===== config.mk =====
export PLATFORM = sky130hd
export DESIGN_NAME = cpu_writeback_flat
export DESIGN_NICKNAME = d
export VERILOG_FILES = /design/src/rtl/mox125_pkg.sv /design/src/rtl/cpu_writeback_if.sv /design/src/rtl/cpu_wb_fifo.sv /design/src/rtl/cpu_writeback.sv /design/src/flat_wrapper.sv
export SDC_FILE = /design/constraint.sdc
export NUM_CORES = 1
export LEC_CHECK = 0
export CORE_ASPECT_RATIO = 1.2
export CORE_MARGIN = 2
export CORE_UTILIZATION = 40
export CTS_BUF_LIST = sky130_fd_sc_hd__clkbuf_4 sky130_fd_sc_hd__clkbuf_8 sky130_fd_sc_hd__clkbuf_16
export DETAILED_ROUTE_END_ITERATION = 8
export HOLD_SLACK_MARGIN = 0.02
export PLACE_DENSITY = 0.66
export SLEW_MARGIN = 20
export SYNTH_ARGS = -nofsm -noshare
export SYNTH_HDL_FRONTEND = slang
export SYNTH_SLANG_ARGS = --single-unit

===== constraint.sdc =====
create_clock -name clk_i -period 5.3 [get_ports clk_i]
set_input_delay 1.06 -clock clk_i [delete_from_list [all_inputs] [get_ports clk_i]]
set_output_delay 1.06 -clock clk_i [all_outputs]
set_load 0.01 [all_outputs]

===== src/rtl/mox125_pkg.sv =====
// Shared widths, retire-FIFO geometry and the writeback entry type for the writeback stage.
package mox125_pkg;

   localparam int unsigned REG_IDX_W = 4;
   localparam int unsigned DATA_W    = 32;
   localparam int unsigned WB_DEPTH  = 2;
   localparam int unsigned WB_PTR_W  = (WB_DEPTH > 1) ? $clog2(WB_DEPTH) : 1;
   localparam int unsigned WB_CNT_W  = $clog2(WB_DEPTH + 1);

   typedef struct packed {
      logic                 we0;
      logic [REG_IDX_W-1:0] idx0;
      logic [DATA_W-1:0]    val0;
      logic                 we1;
      logic [REG_IDX_W-1:0] idx1;
      logic [DATA_W-1:0]    val1;
   } wb_entry_t;

   // Pointer increment that also wraps correctly for non-power-of-two depths.
   function automatic logic [WB_PTR_W-1:0] wb_ptr_inc(input logic [WB_PTR_W-1:0] ptr);
      if (ptr == WB_PTR_W'(WB_DEPTH - 1)) begin
         return '0;
      end
      return ptr + WB_PTR_W'(1);
   endfunction

endpackage


===== src/rtl/cpu_writeback_if.sv =====
// Memory-to-writeback retire handshake; signal names follow the writeback stage's view.
interface cpu_writeback_if;
   import mox125_pkg::*;

   logic                 mw_valid_i;
   logic                 mw_ready_o;
   logic                 mw_we0_i;
   logic [REG_IDX_W-1:0] mw_idx0_i;
   logic [DATA_W-1:0]    mw_val0_i;
   logic                 mw_we1_i;
   logic [REG_IDX_W-1:0] mw_idx1_i;
   logic [DATA_W-1:0]    mw_val1_i;

   modport master (
      output mw_valid_i, mw_we0_i, mw_idx0_i, mw_val0_i, mw_we1_i, mw_idx1_i, mw_val1_i,
      input  mw_ready_o
   );

   modport slave (
      input  mw_valid_i, mw_we0_i, mw_idx0_i, mw_val0_i, mw_we1_i, mw_idx1_i, mw_val1_i,
      output mw_ready_o
   );

endinterface


===== src/rtl/cpu_wb_fifo.sv =====
// In-order retire buffer of WB_DEPTH writeback entries; push when full and pop when empty
// are ignored.
module cpu_wb_fifo
   import mox125_pkg::*;
(
   input  logic                clk_i,
   input  logic                rst_i,
   input  logic                push_i,
   input  wb_entry_t           data_i,
   input  logic                pop_i,
   output wb_entry_t           data_o,
   output logic                full_o,
   output logic                empty_o,
   output logic [WB_CNT_W-1:0] count_o
);

   wb_entry_t           r_mem [WB_DEPTH];
   logic [WB_PTR_W-1:0] r_wr_ptr;
   logic [WB_PTR_W-1:0] r_rd_ptr;
   logic [WB_CNT_W-1:0] r_count;
   logic                w_do_push;
   logic                w_do_pop;

   assign full_o    = (r_count == WB_CNT_W'(WB_DEPTH));
   assign empty_o   = (r_count == '0);
   assign count_o   = r_count;
   assign data_o    = r_mem[r_rd_ptr];
   assign w_do_push = push_i & ~full_o;
   assign w_do_pop  = pop_i & ~empty_o;

   always_ff @(posedge clk_i or negedge rst_i) begin
      if (!rst_i) begin
         r_mem <= '{default: '0};
      end else if (w_do_push) begin
         r_mem[r_wr_ptr] <= data_i;
      end
   end

   always_ff @(posedge clk_i or negedge rst_i) begin
      if (!rst_i) begin
         r_wr_ptr <= '0;
         r_rd_ptr <= '0;
         r_count  <= '0;
      end else begin
         if (w_do_push) begin
            r_wr_ptr <= wb_ptr_inc(r_wr_ptr);
         end
         if (w_do_pop) begin
            r_rd_ptr <= wb_ptr_inc(r_rd_ptr);
         end
         unique case ({w_do_push, w_do_pop})
            2'b10:   r_count <= r_count + WB_CNT_W'(1);
            2'b01:   r_count <= r_count - WB_CNT_W'(1);
            default: r_count <= r_count;
         endcase
      end
   end

endmodule


===== src/rtl/cpu_writeback.sv =====
// Writeback stage: buffers retiring instructions and drives two register-file write ports.
// Define CPU_WB_BYPASS_EN to build the forwarding path on the byp_* ports.
module cpu_writeback
   import mox125_pkg::*;
(
   input  logic                 clk_i,
   input  logic                 rst_i,
   cpu_writeback_if.slave       mw,
   input  logic                 hold_i,
   output logic                 rf_we0_o,
   output logic [REG_IDX_W-1:0] rf_idx0_o,
   output logic [DATA_W-1:0]    rf_val0_o,
   output logic                 rf_we1_o,
   output logic [REG_IDX_W-1:0] rf_idx1_o,
   output logic [DATA_W-1:0]    rf_val1_o,
   input  logic [REG_IDX_W-1:0] byp_idx0_i,
   input  logic [REG_IDX_W-1:0] byp_idx1_i,
   output logic                 byp_hit0_o,
   output logic [DATA_W-1:0]    byp_val0_o,
   output logic                 byp_hit1_o,
   output logic [DATA_W-1:0]    byp_val1_o,
   output logic                 retire_o,
   output logic [DATA_W-1:0]    retire_count_o
);

   wb_entry_t           w_in_entry;
   wb_entry_t           w_head;
   wb_entry_t           w_drain_entry;
   logic                w_fifo_full;
   logic                w_fifo_empty;
   logic [WB_CNT_W-1:0] w_fifo_count;
   logic [WB_CNT_W-1:0] w_count_next;
   logic                w_accept;
   logic                w_push;
   logic                w_pop;
   logic                w_drain;
   logic                w_conflict;
   logic                w_ready_next;

   logic                 r_ready;
   logic                 r_we0;
   logic                 r_we1;
   logic [REG_IDX_W-1:0] r_idx0;
   logic [REG_IDX_W-1:0] r_idx1;
   logic [DATA_W-1:0]    r_val0;
   logic [DATA_W-1:0]    r_val1;
   logic                 r_retire;
   logic [DATA_W-1:0]    r_retire_count;

   always_comb begin
      w_in_entry      = '0;
      w_in_entry.we0  = mw.mw_we0_i;
      w_in_entry.idx0 = mw.mw_idx0_i;
      w_in_entry.val0 = mw.mw_val0_i;
      w_in_entry.we1  = mw.mw_we1_i;
      w_in_entry.idx1 = mw.mw_idx1_i;
      w_in_entry.val1 = mw.mw_val1_i;
   end

   assign mw.mw_ready_o = r_ready & ~w_fifo_full;
   assign w_accept      = mw.mw_valid_i & mw.mw_ready_o;
   assign w_pop         = ~hold_i & ~w_fifo_empty;
   // With an empty buffer and no hold the incoming entry bypasses the FIFO entirely.
   assign w_push        = w_accept & (hold_i | ~w_fifo_empty);
   assign w_drain       = ~hold_i & (~w_fifo_empty | w_accept);
   assign w_drain_entry = w_fifo_empty ? w_in_entry : w_head;
   assign w_conflict    = w_drain_entry.we0 & w_drain_entry.we1 &
                          (w_drain_entry.idx0 == w_drain_entry.idx1);
   assign w_count_next  = w_fifo_count + WB_CNT_W'(w_push) - WB_CNT_W'(w_pop);
   assign w_ready_next  = (w_count_next < WB_CNT_W'(WB_DEPTH));

   cpu_wb_fifo u_fifo (
      .clk_i   (clk_i),
      .rst_i   (rst_i),
      .push_i  (w_push),
      .data_i  (w_in_entry),
      .pop_i   (w_pop),
      .data_o  (w_head),
      .full_o  (w_fifo_full),
      .empty_o (w_fifo_empty),
      .count_o (w_fifo_count)
   );

   always_ff @(posedge clk_i or negedge rst_i) begin
      if (!rst_i) begin
         r_ready        <= 1'b0;
         r_we0          <= 1'b0;
         r_we1          <= 1'b0;
         r_idx0         <= '0;
         r_idx1         <= '0;
         r_val0         <= '0;
         r_val1         <= '0;
         r_retire       <= 1'b0;
         r_retire_count <= '0;
      end else begin
         r_ready  <= w_ready_next;
         // Port 1 wins a same-register double write.
         r_we0    <= w_drain & w_drain_entry.we0 & ~w_conflict;
         r_we1    <= w_drain & w_drain_entry.we1;
         r_retire <= w_drain;
         if (w_drain) begin
            r_idx0         <= w_drain_entry.idx0;
            r_val0         <= w_drain_entry.val0;
            r_idx1         <= w_drain_entry.idx1;
            r_val1         <= w_drain_entry.val1;
            r_retire_count <= r_retire_count + DATA_W'(1);
         end
      end
   end

   assign rf_we0_o       = r_we0;
   assign rf_idx0_o      = r_idx0;
   assign rf_val0_o      = r_val0;
   assign rf_we1_o       = r_we1;
   assign rf_idx1_o      = r_idx1;
   assign rf_val1_o      = r_val1;
   assign retire_o       = r_retire;
   assign retire_count_o = r_retire_count;

`ifdef CPU_WB_BYPASS_EN
   always_comb begin
      byp_hit0_o = 1'b0;
      byp_val0_o = '0;
      if (r_we1 && (r_idx1 == byp_idx0_i)) begin
         byp_hit0_o = 1'b1;
         byp_val0_o = r_val1;
      end else if (r_we0 && (r_idx0 == byp_idx0_i)) begin
         byp_hit0_o = 1'b1;
         byp_val0_o = r_val0;
      end
   end

   always_comb begin
      byp_hit1_o = 1'b0;
      byp_val1_o = '0;
      if (r_we1 && (r_idx1 == byp_idx1_i)) begin
         byp_hit1_o = 1'b1;
         byp_val1_o = r_val1;
      end else if (r_we0 && (r_idx0 == byp_idx1_i)) begin
         byp_hit1_o = 1'b1;
         byp_val1_o = r_val0;
      end
   end
`else
   logic w_unused_byp;
   assign w_unused_byp = ^{byp_idx0_i, byp_idx1_i};
   assign byp_hit0_o   = 1'b0;
   assign byp_val0_o   = '0;
   assign byp_hit1_o   = 1'b0;
   assign byp_val1_o   = '0;
`endif

endmodule


===== src/flat_wrapper.sv =====
// flat-port wrapper written by rule: the top's interface ports become plain ports
module cpu_writeback_flat import mox125_pkg::*;
  (clk_i, rst_i, hold_i, rf_we0_o, rf_idx0_o, rf_val0_o, rf_we1_o, rf_idx1_o, rf_val1_o, byp_idx0_i, byp_idx1_i, byp_hit0_o, byp_val0_o, byp_hit1_o, byp_val1_o, retire_o, retire_count_o, mw_mw_valid_i, mw_mw_we0_i, mw_mw_idx0_i, mw_mw_val0_i, mw_mw_we1_i, mw_mw_idx1_i, mw_mw_val1_i, mw_mw_ready_o);
  cpu_writeback_if mw_i ();
  input  logic clk_i;
  input  logic rst_i;
  input  logic hold_i;
  output logic rf_we0_o;
  output logic [REG_IDX_W-1:0] rf_idx0_o;
  output logic [DATA_W-1:0] rf_val0_o;
  output logic rf_we1_o;
  output logic [REG_IDX_W-1:0] rf_idx1_o;
  output logic [DATA_W-1:0] rf_val1_o;
  input  logic [REG_IDX_W-1:0] byp_idx0_i;
  input  logic [REG_IDX_W-1:0] byp_idx1_i;
  output logic byp_hit0_o;
  output logic [DATA_W-1:0] byp_val0_o;
  output logic byp_hit1_o;
  output logic [DATA_W-1:0] byp_val1_o;
  output logic retire_o;
  output logic [DATA_W-1:0] retire_count_o;
  input wire logic [$bits(mw_i.mw_valid_i)-1:0] mw_mw_valid_i;
  input wire logic [$bits(mw_i.mw_we0_i)-1:0] mw_mw_we0_i;
  input wire logic [$bits(mw_i.mw_idx0_i)-1:0] mw_mw_idx0_i;
  input wire logic [$bits(mw_i.mw_val0_i)-1:0] mw_mw_val0_i;
  input wire logic [$bits(mw_i.mw_we1_i)-1:0] mw_mw_we1_i;
  input wire logic [$bits(mw_i.mw_idx1_i)-1:0] mw_mw_idx1_i;
  input wire logic [$bits(mw_i.mw_val1_i)-1:0] mw_mw_val1_i;
  output wire logic [$bits(mw_i.mw_ready_o)-1:0] mw_mw_ready_o;
  assign mw_i.mw_valid_i = mw_mw_valid_i;
  assign mw_i.mw_we0_i = mw_mw_we0_i;
  assign mw_i.mw_idx0_i = mw_mw_idx0_i;
  assign mw_i.mw_val0_i = mw_mw_val0_i;
  assign mw_i.mw_we1_i = mw_mw_we1_i;
  assign mw_i.mw_idx1_i = mw_mw_idx1_i;
  assign mw_i.mw_val1_i = mw_mw_val1_i;
  assign mw_mw_ready_o = mw_i.mw_ready_o;
  cpu_writeback u_core (.clk_i(clk_i), .rst_i(rst_i), .mw(mw_i), .hold_i(hold_i), .rf_we0_o(rf_we0_o), .rf_idx0_o(rf_idx0_o), .rf_val0_o(rf_val0_o), .rf_we1_o(rf_we1_o), .rf_idx1_o(rf_idx1_o), .rf_val1_o(rf_val1_o), .byp_idx0_i(byp_idx0_i), .byp_idx1_i(byp_idx1_i), .byp_hit0_o(byp_hit0_o), .byp_val0_o(byp_val0_o), .byp_hit1_o(byp_hit1_o), .byp_val1_o(byp_val1_o), .retire_o(retire_o), .retire_count_o(retire_count_o));
endmodule

# --- After elaboration in Yosys (flattened, before gate mapping) ---
# Cells that the tools add are included.
word_totals:
  ff_bits: 260
  wordCells: 78
op_classes:
  n_addsub: 7
  magnitude_cmp: 4
  eq_ne: 4
  mux: 16
  bitwise_logic: 20
  n_reduce_logical: 3
ops:
  columns: ["cell", "n"]
  rows:
  - ["two-way mux 74 bit", 5]
  - ["bitwise mux 148 bit", 1]
  - ["demux 74 bit (select 1 bit)", 1]
  - ["adder 32 x 1 -> 32 bit (second input constant)", 1]
  - ["AND 1 bit", 12]
  - ["two-way mux 1 bit", 8]
  - ["== test 2 bit (second input constant)", 2]
  - ["== test 4 bit", 1]
  - [">= comparator 2 bit (second input constant)", 2]
  - ["NOT 1 bit", 4]
  - ["NOT 1 -> 2 bit", 2]
  - ["case mux 2 bit (2 select lines)", 1]
  - ["adder 1 bit (second input constant)", 2]
  - ["adder 2 x 1 -> 2 bit", 1]
  - ["adder 2 x 1 -> 2 bit (second input constant)", 1]
  - ["== test 2 x 1 -> 1 bit (second input constant)", 1]
  - ["zero test 2 bit", 1]
  - ["< comparator 2 x 1 -> 1 bit (second input constant)", 1]
  - ["< comparator 2 bit (second input constant)", 1]
  - ["OR 1 bit", 2]
  - ["nonzero test 2 bit", 1]
  - ["subtractor 2 x 1 -> 2 bit", 1]
  - ["subtractor 2 x 1 -> 2 bit (second input constant)", 1]
  - ["logical AND 1 bit", 1]

# --- Longest topological paths before layout ---
# Gate-level depths: netlist of the first run.
depth:
  ltp_word: 9
  ltp_mapped: 9
  mapped_depth_nobuf: 6

# --- Hierarchy ---
# From an unflattened synthesis of the first run, not the netlist that was laid out.
unflattened:
  cells_unflattened: 966
  hier_area_um2: 12522.0
by_module_without_submodules:
  columns: ["mod", "n_inst", "cells_per_inst", "area_each_um2"]
  rows:
  - ["cpu_wb_fifo", 1, 412, 6891.6]
  - ["cpu_writeback", 1, 554, 5630.4]

# --- Least setup slack after synthesis of the first run ---
# Ideal clock, no wire load.
synth_timing:
  kind: "input-to-reg"
  from: "input port hold_i"
  to: "register u_core.u_fifo.r_mem[10] (netlist bit)"
  arrival_ps: 2220
  t_required_ps: 5175
  path_slack_ps: 2955
  path_stages: 7
  path_buffers: 2
  cell_sequence: "nor2b_1 > o211ai_2 > inv_1 > nand2_1 > buf_2 > buf_4 > mux2_2"
synth_via:
  elab_chain_len: 3
synth_rtl:
  columns: ["element", "line", "rtl"]
  rows:
  - ["from (decl)", "flat_wrapper.sv:7", "input logic hold_i;"]
  - ["OR 1 bit", "cpu_writeback.sv:64", "assign w_push = w_accept & (hold_i | ~w_fifo_empty);"]
  - ["AND 1 bit", "cpu_writeback.sv:64", null]
  - ["AND 1 bit", "cpu_wb_fifo.sv:28", "assign w_do_push = push_i & ~full_o;"]
  - ["to (signal, indexed assignment)", "cpu_wb_fifo.sv:35", "r_mem[r_wr_ptr] <= data_i;"]
  - ["to (decl)", "cpu_wb_fifo.sv:17", "wb_entry_t r_mem [WB_DEPTH];"]
# No other way between the ends.
# A chain may end at the register's enable or synchronous reset.

# --- Final worst setup path of the first run ---
layout_timing:
  from: "input port hold_i"
  to: "register u_core.u_fifo.r_mem[0] (netlist bit)"
# The elaborated chain is that of the path after synthesis.

==> results of run 1 <==
## worst register-to-register path, stage by stage, from the launching register on
cell and delay [ns]:
dfrtp_1 0.48, nor2_4 0.66, buf_4 0.49, mux2i_1 0.35, xnor2_1 0.23, nand3_1 0.12
o31a_1 0.30
## flip-flops by register name, summed over array words and instances (netlist names), 2 cells and up
name                   flops
u_core.u_fifo.r_mem      148
u_core.retire_count_o     32
u_core.rf_val0_o          32
u_core.rf_val1_o          32
u_core.rf_idx0_o           4
u_core.rf_idx1_o           4
u_core.u_fifo.count_o      2
## Yosys cell counts
cell / number / area (um2)
nand4_4: 1 / 21.3
o211ai_2: 1 / 12.5
nand4_1: 8 / 50.1
a211oi_2: 1 / 12.5
o21ai_0: 72 / 360
nand2_1: 87 / 327
mux2_2: 155 / 1750
xnor2_1: 27 / 236
and3_1: 4 / 25.0
buf_4: 81 / 608
clkbuf_1: 13 / 48.8
and4_1: 3 / 26.3
nor3_1: 1 / 5.00
ha_1: 3 / 37.5
nor2_1: 83 / 312
inv_1: 6 / 22.5
conb_1: 1 / 3.75
nor2_4: 1 / 11.3
buf_2: 23 / 115
nor4b_4: 1 / 23.8
nand3_1: 9 / 45.0
nor3_2: 2 / 20.0
xor2_1: 15 / 131
a21boi_0: 1 / 7.51
or2_2: 1 / 6.26
nor4_2: 1 / 12.5
and4bb_2: 1 / 12.5
buf_1: 7 / 26.3
mux2i_1: 74 / 741
dfrtp_1: 260 / 6510
nor2b_1: 1 / 6.26
o31a_1: 1 / 8.76
a21oi_1: 67 / 335
## routing by layer
| layer | vias up | share of wire | track usage |
|---|---|---|---|
| met3 | 34 | 0.055 | 0.0350 |
| met1 | 3774 | 0.43 | 0.201 |
| met2 | 184 | 0.50 | 0.276 |
| met5 | - | 0 | 0 |
| li1 | 3660 | - | - |
| met4 | 0 | 0.017 | 0.0367 |
## cells in the final DEF (no fill, tap or decap), types with 4 or more instances in the layout
| cell | count |
|---|---|
| xnor2_1 | 27 |
| clkbuf_16 | 29 |
| clkbuf_4 | 8 |
| mux2i_1 | 74 |
| buf_4 | 10 |
| and3_1 | 4 |
| conb_1 | 66 |
| a21oi_1 | 67 |
| dfrtp_1 | 259 |
| o21ai_0 | 72 |
| clkdlybuf4s50_1 | 184 |
| nand2_1 | 86 |
| nand4_1 | 8 |
| nor2_1 | 82 |
| xor2_1 | 15 |
| mux2_2 | 155 |
| clkbuf_8 | 6 |
| inv_1 | 6 |
| nand3_1 | 9 |
## final timing paths
check | from | to | slack [ns] | cells past startpoint
setup / recovery | hold_i | u_core.u_fifo.r_mem[0]$_DFFE_PN0P_ | 2.17 | 7
hold / removal | u_core.rf_val0_o[3]$_DFFE_PN0P_ | u_core.rf_val0_o[3]$_DFFE_PN0P_ | 0.47 | 2
setup reg to reg | u_core.u_fifo.count_o[1]$_DFFE_PN0P_ | u_core.rf_we0_o$_DFF_PN0_ | 2.56 | 6
hold reg to reg | u_core.rf_val0_o[3]$_DFFE_PN0P_ | u_core.rf_val0_o[3]$_DFFE_PN0P_ | 0.47 | 2
max in group asynchronous | rst_i | u_core.u_fifo.r_rd_ptr$_DFFE_PN0P_ | 3.59 | 2
min in group asynchronous | rst_i | u_core.u_fifo.r_mem[82]$_DFFE_PN0P_ | 0.59 | 1
## where the power goes
| part | internal, mW | switching (mW) | total (mW) |
|---|---|---|---|
| clock network | 1.11 | 0.749 | 1.86 |
| registers | 2.87 | 0.553 | 3.43 |
| logic | 1.79 | 1.51 | 3.30 |
## cells by family after synthesis
group,synth area share
DFF,0.548
muxes,0.210
and+or+nand+nor,0.0762
AOI/OAI and AO/OA,0.0621
buffers and inverters,0.0692
xor gates and xnor gates,0.0310
adders and majority gates,0.00316
other,0.000316
## per-stage QoR
| stage | utilization | area (um2) | worst slack (ns) |
|---|---|---|---|
| final | 0.498 | 14700 | 2.17 |
| after global placement | 0.468 | 13800 | 1.60 |
| after global routing | 0.498 | 14700 | 2.00 |
| after floorplan | - | 12100 | 2.96 |
| after CTS | 0.498 | 14700 | 2.12 |
| after detailed placement | 0.468 | 13800 | 1.55 |
## layout make-up
cell class,count,area share
clock buffers,43,0.0592
inverters,6,0.00154
clock inverters,2,0.000853
repair buffers,197,0.134
well taps,390,0.0333
flip-flops and latches,260,0.444
multi-input cells,687,0.327
==> metrics.md, run 1 <==
| Metric | Value |
|---|---|
| Top Ports | `260` |
| Count of input and output buffers | `around 190` |
| Critical path class | `input port to flop` |
| First-pass GRT wire length | `approximately 40,000 um` |
| Layout area overhead | `23.7%` |
| Largest net degree at the start of global routing | `118` |
| Post-Syn Area per Cell | `approximately 12 um2` |
| Post-Route WL | `between 20,000 and 25,000 um` |
| Fin nets | `~1,300` |
| # Max-Cap Violations | `0` |
| YS warnings | `0` |
| DRT antenna net count | `0` |
| FP Rows | `between 60 and 70` |
| Multi-input logic area | `roughly 4800 um2` |
| Post-CTS Resized | `0` |
| Final total power | `8.59 mW` |
| Post-CTS setup buffers | `0` |
| Area of the core | `roughly 30,000 um2` |
| Total CTS buffers | `28` |
| Worst Path Arrival | `about 3.5 ns` |
| Initial drt markers | `roughly 240` |
| Cell Chain, Critical Path | `clkdlybuf4s50_1, nor2b_1, o211ai_2, inv_1, nand2_4, buf_4, mux2_2` |
| Via count | `~7,700` |
| Synth cell types | `33` |
| Min Hold Slack | `~0.47 ns` |
| Number of antenna violations at the first check in global routing | `0` |
| Nature of the critical path startpoint | `input port` |
| Die H | `193 um` |
| DR WL/cell | `approximately 16 um` |
| Worst VDD drop | `between 300 and 400 uV` |
| CTS Sinks | `260` |
| Critical Path End Type | `flop` |
| HP Class | `flop to flop` |
| H-tree depth | `1` |
| Die area | `roughly 31,000 um2` |
| Gr usage total | `0.158` |
| Vias in the first global route | `about 7,700` |
| HPWL Detailed | `about 16,000 um` |
| CTS tree | `yes` |
| Final hold violation count | `0` |
| Count of final max-slew check failures | `0` |
| Worst-Skew Late Latency | `approximately 0.53 ns` |
| Storage cell area | `6510 um2` |
| Post-synthesis sequential area ratio | `0.548` |
| Dpl cells | `1,540` |
| Diode count | `0` |
| Drt drc | `0` |
| Lkg Pwr | `between 6 and 7 nW` |
| Relative slew slack | `0.396` |
| Post-Layout Cell Count | `between 1,500 and 2,000` |
| DRT Pass-1 Iters | `4` |
| GPL Wtd Cong | `0.745` |
| Cell Area, Synth | `around 12,000 um2` |
| Post-CTS Hold Fix Bufs | `0` |
| Final period util | `0.590` |
| Final setup fails | `0` |
| Root Driver | `clkbuf_16` |
| Worst-path clk slew | `~0.06 ns` |
| #FFs+latches synth | `260` |
| Pwr Density | `~590 nW/um2` |
| RSZ-0062 raised after global routing | `false` |
| Total gr overflow | `0` |
| Tmin final | `around 3.1 ns` |
| Buf/Inv on CP | `3` |
| Filler cells | `~2,700` |
| DIE WIDTH | `~160 um` |
| Outcome | `finished, final reports clean` |
| CP required | `5.72 ns` |
| CP max FO | `37` |
| Final setup TNS | `0 ns` |
| Via/cell ratio | `about 4.8` |
| Crit-path slowest cell | `clkdlybuf4s50_1` |
| FMAX | `about 0.32 GHz` |
| Starting Density | `0.403` |
| Delay-heaviest family, CP | `buffers and inverters` |
| Worst-Margin Slew | `0.906 ns` |
| Mapped Cells | `between 1,000 and 1,500` |
| Clock Tree Buf Depth | `3` |
| Share of cells above drive strength 1 | `0.189` |
| Clk_skew | `0.00886 ns` |
| CP peak stage delay | `0.53 ns` |
No activity file was read; power rests on OpenSTA's default activity.
==> run 2, diff against run 1 <==
--- a/config.mk
+++ b/config.mk
@@ -11,7 +11,7 @@
 export CTS_BUF_LIST = sky130_fd_sc_hd__clkbuf_4 sky130_fd_sc_hd__clkbuf_8 sky130_fd_sc_hd__clkbuf_16
 export DETAILED_ROUTE_END_ITERATION = 8
 export HOLD_SLACK_MARGIN = 0.02
-export PLACE_DENSITY = 0.66
+export PLACE_DENSITY = 0.68
 export SLEW_MARGIN = 20
 export SYNTH_ARGS = -nofsm -noshare
 export SYNTH_HDL_FRONTEND = slang
==> constraint.sdc (replaced) <==
create_clock -name clk_i -period 2.7 [get_ports clk_i]
set_input_delay 0.54 -clock clk_i [delete_from_list [all_inputs] [get_ports clk_i]]
set_output_delay 0.54 -clock clk_i [all_outputs]
set_load 0.01 [all_outputs]
==> run 2 against run 1 <==
Total power up 96%. First-iteration DRC count up 27%. Clock skew up 0.012 ns. Worst setup slack worse by 2.0 ns. Utilization up 0.39 points. Design area up 0.78%. Global-route usage up 0.055 points. Largest cell class unchanged. Die area unchanged. Flip-flop and latch count unchanged. Register-to-register slack worse by 2.0 ns. Wire length up 0.53%.
==> metrics.md, run 2 (synthesis gave the netlist of run 1 again) <==
| Metric | Value |
|---|---|
| Outcome | `finished, final reports clean (unchanged)` |
| Combinational fraction of design power | `0.397 (was 0.384)` |
| Final period util | `0.927` |
| Worst Path Arrival | `1.96 ns (was 3.54 ns)` |
| Critical Path End Type | `primary output (was flop)` |
| Via/cell ratio | `4.86 (was 4.83)` |
| DR WL/cell | `15.6 um (was 15.5 um)` |
| Nature of the critical path startpoint | `flop (was input port)` |
| Largest net degree at the start of global routing | `80 (was 118)` |
| Starting Density | `0.403 (unchanged)` |
| Layout area overhead | `24.6% (was 23.7%)` |
| GPL Wtd Cong | `0.767 (was 0.745)` |
| Final setup fails | `0 (unchanged)` |
| H-tree depth | `1 (unchanged)` |
| Critical path class | `flop to primary output (was input port to flop)` |
| DRT Pass-1 Iters | `4 (unchanged)` |
| Min Hold Slack | `0.476 ns (was 0.475 ns)` |
| Hold Path Sink | `u_core.rf_idx0_o[0]$_DFFE_PN0P_ (was u_core.rf_val0_o[3]$_DFFE_PN0P_)` |
| Post-CTS Hold Fix Bufs | `1 (was 0)` |
| RSZ-0062 raised after global routing | `false (unchanged)` |
| Root Driver | `clkbuf_16 (unchanged)` |
| Clk_skew | `0.0212 ns (was 0.00886 ns)` |
| Most frequent cells in the layout | `259 x dfrtp_1, 184 x clkdlybuf4s50_1, 155 x mux2_2 (unchanged)` |
| CP max FO | `6 (was 37)` |
| Net switching share of the total power | `0.329 (was 0.328)` |
| Initial drt markers | `308 (was 242)` |
| Count of input and output buffers | `185 (unchanged)` |
| Worst-Margin Slew | `0.768 ns (was 0.906 ns)` |
| Area of the core | `29,400 um2 (unchanged)` |
| HP Class | `flop to flop (unchanged)` |
| Switching pwr | `5.56 mW (was 2.81 mW)` |
| Hold Path Depth | `2 (unchanged)` |
| Final hold violation count | `0 (unchanged)` |
| Power Internal | `11.3 mW (was 5.78 mW)` |
| Dpl cells | `1,547 (was 1,540)` |
| Hold Crit Start | `u_core.rf_idx0_o[0]$_DFFE_PN0P_ (was u_core.rf_val0_o[3]$_DFFE_PN0P_)` |
| First-pass GRT wire length | `40,100 um (was 40,000 um)` |
| Clock Tree Buf Depth | `3 (unchanged)` |
| Final setup TNS | `0 ns (unchanged)` |
| Lkg Pwr | `6.57 nW (was 6.51 nW)` |
| Max reg flops | `148 (unchanged)` |
| Number of antenna violations at the first check in global routing | `2 (was 0)` |
| Vias in the first global route | `7,671 (was 7,683)` |
| Die area | `31,100 um2 (unchanged)` |
| CTS tree | `yes (unchanged)` |
| Relative slew slack | `0.488 (was 0.396)` |
| Worst-path clk slew | `0.06 ns (about the same)` |
| Total CTS buffers | `27 (was 28)` |
| Die H | `193 um (unchanged)` |
| FMAX | `approximately 0.4 GHz` |
| DRT antenna net count | `0 (unchanged)` |
| Top Ports | `260 (unchanged)` |
| Total gr overflow | `0 (unchanged)` |
| Multi-input logic area | `4800 um2 (unchanged)` |
| Pwr Density | `1140 nW/um2 (was 586 nW/um2)` |
| Gr usage total | `0.159 (was 0.158)` |
| Util after Layout | `0.502 (was 0.498)` |
| FP Rows | `69 (unchanged)` |
| # Max-Cap Violations | `0 (unchanged)` |
| Worst R2R Start | `u_core.u_fifo.r_rd_ptr$_DFFE_PN0P_ (was u_core.u_fifo.count_o[1]$_DFFE_PN0P_)` |
| Count of final max-slew check failures | `0 (unchanged)` |
| Share of cells above drive strength 1 | `0.192 (was 0.189)` |
| Filler cells | `2,692 (was 2,667)` |
| CP required | `2.16 ns (was 5.72 ns)` |
| Post-CTS setup buffers | `0 (unchanged)` |
| Post-Layout Cell Count | `1,592 (was 1,585)` |
| Post-Route WL | `24,800 um (was 24,600 um)` |
| Sequential share of power | `0.393 (was 0.399)` |
| R2R cell count | `5 (was 6)` |
| Worst-Skew Late Latency | `0.55 ns (was 0.53 ns)` |
| Final total power | `16.9 mW (was 8.59 mW)` |
| Post-CTS Resized | `0 (unchanged)` |
| Commonest non-fill, non-tap cell in the layout | `dfrtp_1 (unchanged)` |
| Largest Register | `u_core.u_fifo.r_mem (unchanged)` |
| DIE WIDTH | `161 um (unchanged)` |
| CTS Sinks | `260 (unchanged)` |
| RR Endpoint | `u_core.rf_val0_o[6]$_DFFE_PN0P_ (was u_core.rf_we0_o$_DFF_PN0_)` |
| Fin nets | `1,276 (was 1,269)` |
| Clk network pwr share | `0.210 (was 0.217)` |
| Tmin final | `roughly 2.5 ns` |
| Drt drc | `0 (unchanged)` |
| HPWL Detailed | `16,400 um (was 15,900 um)` |
| Worst VDD drop | `497 uV (was 396 uV)` |
| Reg2reg setup slack | `0.59 ns (was 2.56 ns)` |
| Via count | `7,740 (was 7,652)` |
| Storage cell area | `6510 um2 (unchanged)` |
run 2: cell type report:
type / instances / area share
flip-flops and latches: 260 / 0.440
multi-input cells: 687 / 0.324
repair buffers: 205 / 0.144
clock buffers: 37 / 0.0516
well taps: 390 / 0.0330
clock inverters: 5 / 0.00440
inverters: 6 / 0.00152
diodes: 2 / 0.000338
run 2: through the flow:
stage | cell area [um2] | setup WS, ns
2_1_floorplan | 12100 | 0.740
3_3_place_gp | 13900 | 0.170
3_5_place_dp | 13900 | 0.141
4_1_cts | 14800 | 0.162
5_1_grt | 14800 | 0.117
6_report | 14800 | 0.196
run 2: worst max-delay path, cell delays in order (launching register included):
cell and delay [ns]:
dfrtp_1 0.54, inv_1 0.11, a21boi_0 0.18, clkdlybuf4s50_1 0.61
run 2: worst max-delay path by stage:
stage                                               from                              endpoint  slack (ns)  cells past startpoint
floorplan           u_core.u_fifo.count_o[1]$_DFFE_PN0P_  u_core.u_fifo.count_o[1]$_DFFE_PN0P_        0.74                      8
global placement                                  hold_i    u_core.u_fifo.r_mem[6]$_DFFE_PN0P_        0.17                      7
detailed placement                                hold_i   u_core.u_fifo.r_mem[60]$_DFFE_PN0P_        0.14                      7
CTS                 u_core.u_fifo.count_o[0]$_DFFE_PN0P_                         mw_mw_ready_o        0.16                      3
global route        u_core.u_fifo.count_o[0]$_DFFE_PN0P_                         mw_mw_ready_o        0.12                      3
finish              u_core.u_fifo.count_o[0]$_DFFE_PN0P_                         mw_mw_ready_o        0.20                      3
run 2: layer usage:
layer  wire length [um]  share of wire  GRT usage
met5                 13        0.00052          0
met4                433          0.017     0.0436
met3               1440          0.058     0.0368
met2              12200           0.49      0.277
met1              10700           0.43      0.198
run 2: power by group through the flow:
stage / Clock (mW) / Combinational (mW) / Sequential, mW
6_report: 3.54 / 6.70 / 6.63
5_1_grt: 3.83 / 7.45 / 6.86
4_1_cts: 3.67 / 6.83 / 6.65
3_5_place_dp: 0 / 6.80 / 6.71
3_3_place_gp: 0 / 6.67 / 6.62
2_1_floorplan: 0 / 4.48 / 6.63
==> run 3, diff against run 2 <==
--- a/config.mk
+++ b/config.mk
@@ -11,6 +11,7 @@
 export CTS_BUF_LIST = sky130_fd_sc_hd__clkbuf_4 sky130_fd_sc_hd__clkbuf_8 sky130_fd_sc_hd__clkbuf_16
 export DETAILED_ROUTE_END_ITERATION = 8
 export HOLD_SLACK_MARGIN = 0.02
+export MAX_ROUTING_LAYER = met4
 export PLACE_DENSITY = 0.68
 export SLEW_MARGIN = 20
 export SYNTH_ARGS = -nofsm -noshare
==> run 3 against run 2 <==
Sequential share of layout area is essentially flat. Via count is essentially flat. Clock power is essentially flat. Final cell count is essentially flat. Wire length is essentially flat. Fmax is essentially flat. Hold slack is essentially flat. First-iteration DRC count shrank 7.5%. Clock skew grew 0.0023 ns. Largest cell class unchanged. Largest power group unchanged. Highest routed layer is now met4.
==> metrics.md, run 3 (synthesis gave the netlist of run 1 again) <==
| Metric | Value |
|---|---|
| Outcome | `finished, final reports clean (unchanged)` |
| FMAX | `0.400 GHz (was 0.399 GHz)` |
| Die H | `193 um (unchanged)` |
| Clock Tree Buf Depth | `3 (unchanged)` |
| Post-CTS setup buffers | `0 (unchanged)` |
| Busiest grt layer | `met2 (unchanged)` |
| GR Util met2 | `0.277 (about the same)` |
| Initial drt markers | `285 (was 308)` |
| FP Rows | `69 (unchanged)` |
| Commonest non-fill, non-tap cell in the layout | `dfrtp_1 (unchanged)` |
| Final period util | `0.927 (about the same)` |
| Number of antenna violations at the first check in global routing | `2 (unchanged)` |
| Final hold violation count | `0 (unchanged)` |
| Area of the core | `29,400 um2 (unchanged)` |
| CP max FO | `6 (unchanged)` |
| Worst Path Arrival | `1.96 ns (about the same)` |
| HP Class | `flop to flop (unchanged)` |
| DR WL/cell | `15.6 um (about the same)` |
| Post-Layout Cell Count | `1,593 (was 1,592)` |
| DRT antenna net count | `0 (unchanged)` |
| Placement Cell Area | `13,900 um2 (unchanged)` |
| Count of final max-slew check failures | `0 (unchanged)` |
| Layout area overhead | `24.7% (was 24.6%)` |
| RSZ-0062 raised after global routing | `false (unchanged)` |
| Worst-Margin Slew | `0.769 ns (was 0.768 ns)` |
| Nature of the critical path startpoint | `flop (unchanged)` |
| CP required | `2.16 ns (about the same)` |
| Most frequent cells in the layout | `259 x dfrtp_1, 184 x clkdlybuf4s50_1, 155 x mux2_2 (unchanged)` |
| Dpl cells | `1,547 (unchanged)` |
| Worst-Skew Late Latency | `0.56 ns (was 0.55 ns)` |
| # Max-Cap Violations | `0 (unchanged)` |
| Count of input and output buffers | `185 (unchanged)` |
| Worst-path clk slew | `0.06 ns (about the same)` |
| GPL Wtd Cong | `0.777 (was 0.767)` |
| Post-CTS Resized | `0 (unchanged)` |
| Total gr overflow | `0 (unchanged)` |
| Root Driver | `clkbuf_16 (unchanged)` |
| M1 GR Usage | `0.200 (was 0.198)` |
| Total CTS buffers | `27 (unchanged)` |
| Top Ports | `260 (unchanged)` |
| DRT Pass-1 Iters | `4 (unchanged)` |
| First-pass GRT wire length | `40,100 um (about the same)` |
| Share of cells above drive strength 1 | `0.192 (unchanged)` |
| Largest net degree at the start of global routing | `80 (unchanged)` |
| Gr usage total | `0.164 (was 0.159)` |
| Fin nets | `1,276 (unchanged)` |
| Min Hold Slack | `0.476 ns (about the same)` |
| CTS tree | `yes (unchanged)` |
| HPWL Detailed | `16,400 um (unchanged)` |
| Met3 Use GR | `0.0342 (was 0.0368)` |
| Pwr Density | `1140 nW/um2 (about the same)` |
| Via/cell ratio | `4.86 (about the same)` |
| Vias in the first global route | `7,695 (was 7,671)` |
| DIE WIDTH | `161 um (unchanged)` |
| Max reg flops | `148 (unchanged)` |
| Final instance area | `14,800 um2 (about the same)` |
| Starting Density | `0.403 (unchanged)` |
| Critical path class | `flop to primary output (unchanged)` |
| Drt drc | `0 (unchanged)` |
| Worst VDD drop | `497 uV (about the same)` |
| Final setup TNS | `0 ns (unchanged)` |
| Lkg Pwr | `6.57 nW (unchanged)` |
| Final setup fails | `0 (unchanged)` |
| Clk_skew | `0.0234 ns (was 0.0212 ns)` |
| Largest Register | `u_core.u_fifo.r_mem (unchanged)` |
| Relative slew slack | `0.487 (was 0.488)` |
| Filler cells | `2,691 (was 2,692)` |
| Critical Path End Type | `primary output (unchanged)` |
| H-tree depth | `1 (unchanged)` |
| CTS Sinks | `260 (unchanged)` |
| Post-Route WL | `24,800 um (about the same)` |
| Die area | `31,100 um2 (unchanged)` |
| Tmin final | `2.50 ns (about the same)` |
| Via count | `7,741 (was 7,740)` |
[run 3: cell count changes in the layout (fill, tap and decap cells not counted)]
cell     change
diode_2      +1
[run 3: repair_timing]
action                                 in CTS  in global routing
setup endpoints to repair                   0                  0
endpoints found under the hold margin      52                  0
hold buffers                                1                  0
[run 3: critical path, stage by stage (launching register included)]
cell and delay [ns]:
dfrtp_1 0.54, inv_1 0.11, a21boi_0 0.18, clkdlybuf4s50_1 0.61
[run 3: where the power goes]
group          switching [mW]  internal (mW)  leakage [nW]  total, mW
Combinational            3.09           3.61          2.96       6.70
Clock                    1.49           2.06         0.420       3.54
Sequential              0.986           5.64          3.20       6.63
[run 3: layout make-up]
class,instances,area (um2),area share
inverters,6,22.5,0.00152
diodes,3,7.51,0.000508
clock buffers,37,763,0.0516
multi-input cells,687,4800,0.324
well taps,390,488,0.0330
clock inverters,5,65.1,0.00440
repair buffers,205,2130,0.144
flip-flops and latches,260,6510,0.440
[run 3: through the flow]
step | util | setup WS, ns | total power [mW]
5_1_grt | 0.502 | 0.117 | 18.1
2_1_floorplan | - | 0.740 | 11.1
4_1_cts | 0.502 | 0.162 | 17.1
3_5_place_dp | 0.474 | 0.141 | 13.5
3_3_place_gp | 0.474 | 0.170 | 13.3
6_report | 0.502 | 0.198 | 16.9
[run 3: path summary, 6_finish.rpt]
| check | from | slack [ns] | depth (start not counted) | endpoint |
|---|---|---|---|---|
| max | u_core.u_fifo.count_o[0]$_DFFE_PN0P_ | 0.20 | 3 | mw_mw_ready_o |
| min | u_core.rf_idx0_o[0]$_DFFE_PN0P_ | 0.48 | 2 | u_core.rf_idx0_o[0]$_DFFE_PN0P_ |
| max reg2reg | u_core.u_fifo.r_rd_ptr$_DFFE_PN0P_ | 0.60 | 5 | u_core.rf_val0_o[6]$_DFFE_PN0P_ |
| min reg2reg | u_core.rf_idx0_o[0]$_DFFE_PN0P_ | 0.48 | 2 | u_core.rf_idx0_o[0]$_DFFE_PN0P_ |
| max in group asynchronous | rst_i | 1.41 | 3 | u_core.rf_val0_o[29]$_DFFE_PN0P_ |
| min in group asynchronous | rst_i | 0.52 | 2 | u_core.rf_val1_o[23]$_DFFE_PN0P_ |
[run 3: routing by layer]
layer	wire (um)	vias to the layer above
met1	10700	3840
met3	1370	35
li1	-	3669
met4	478	0
met5	0	-
met2	12200	197
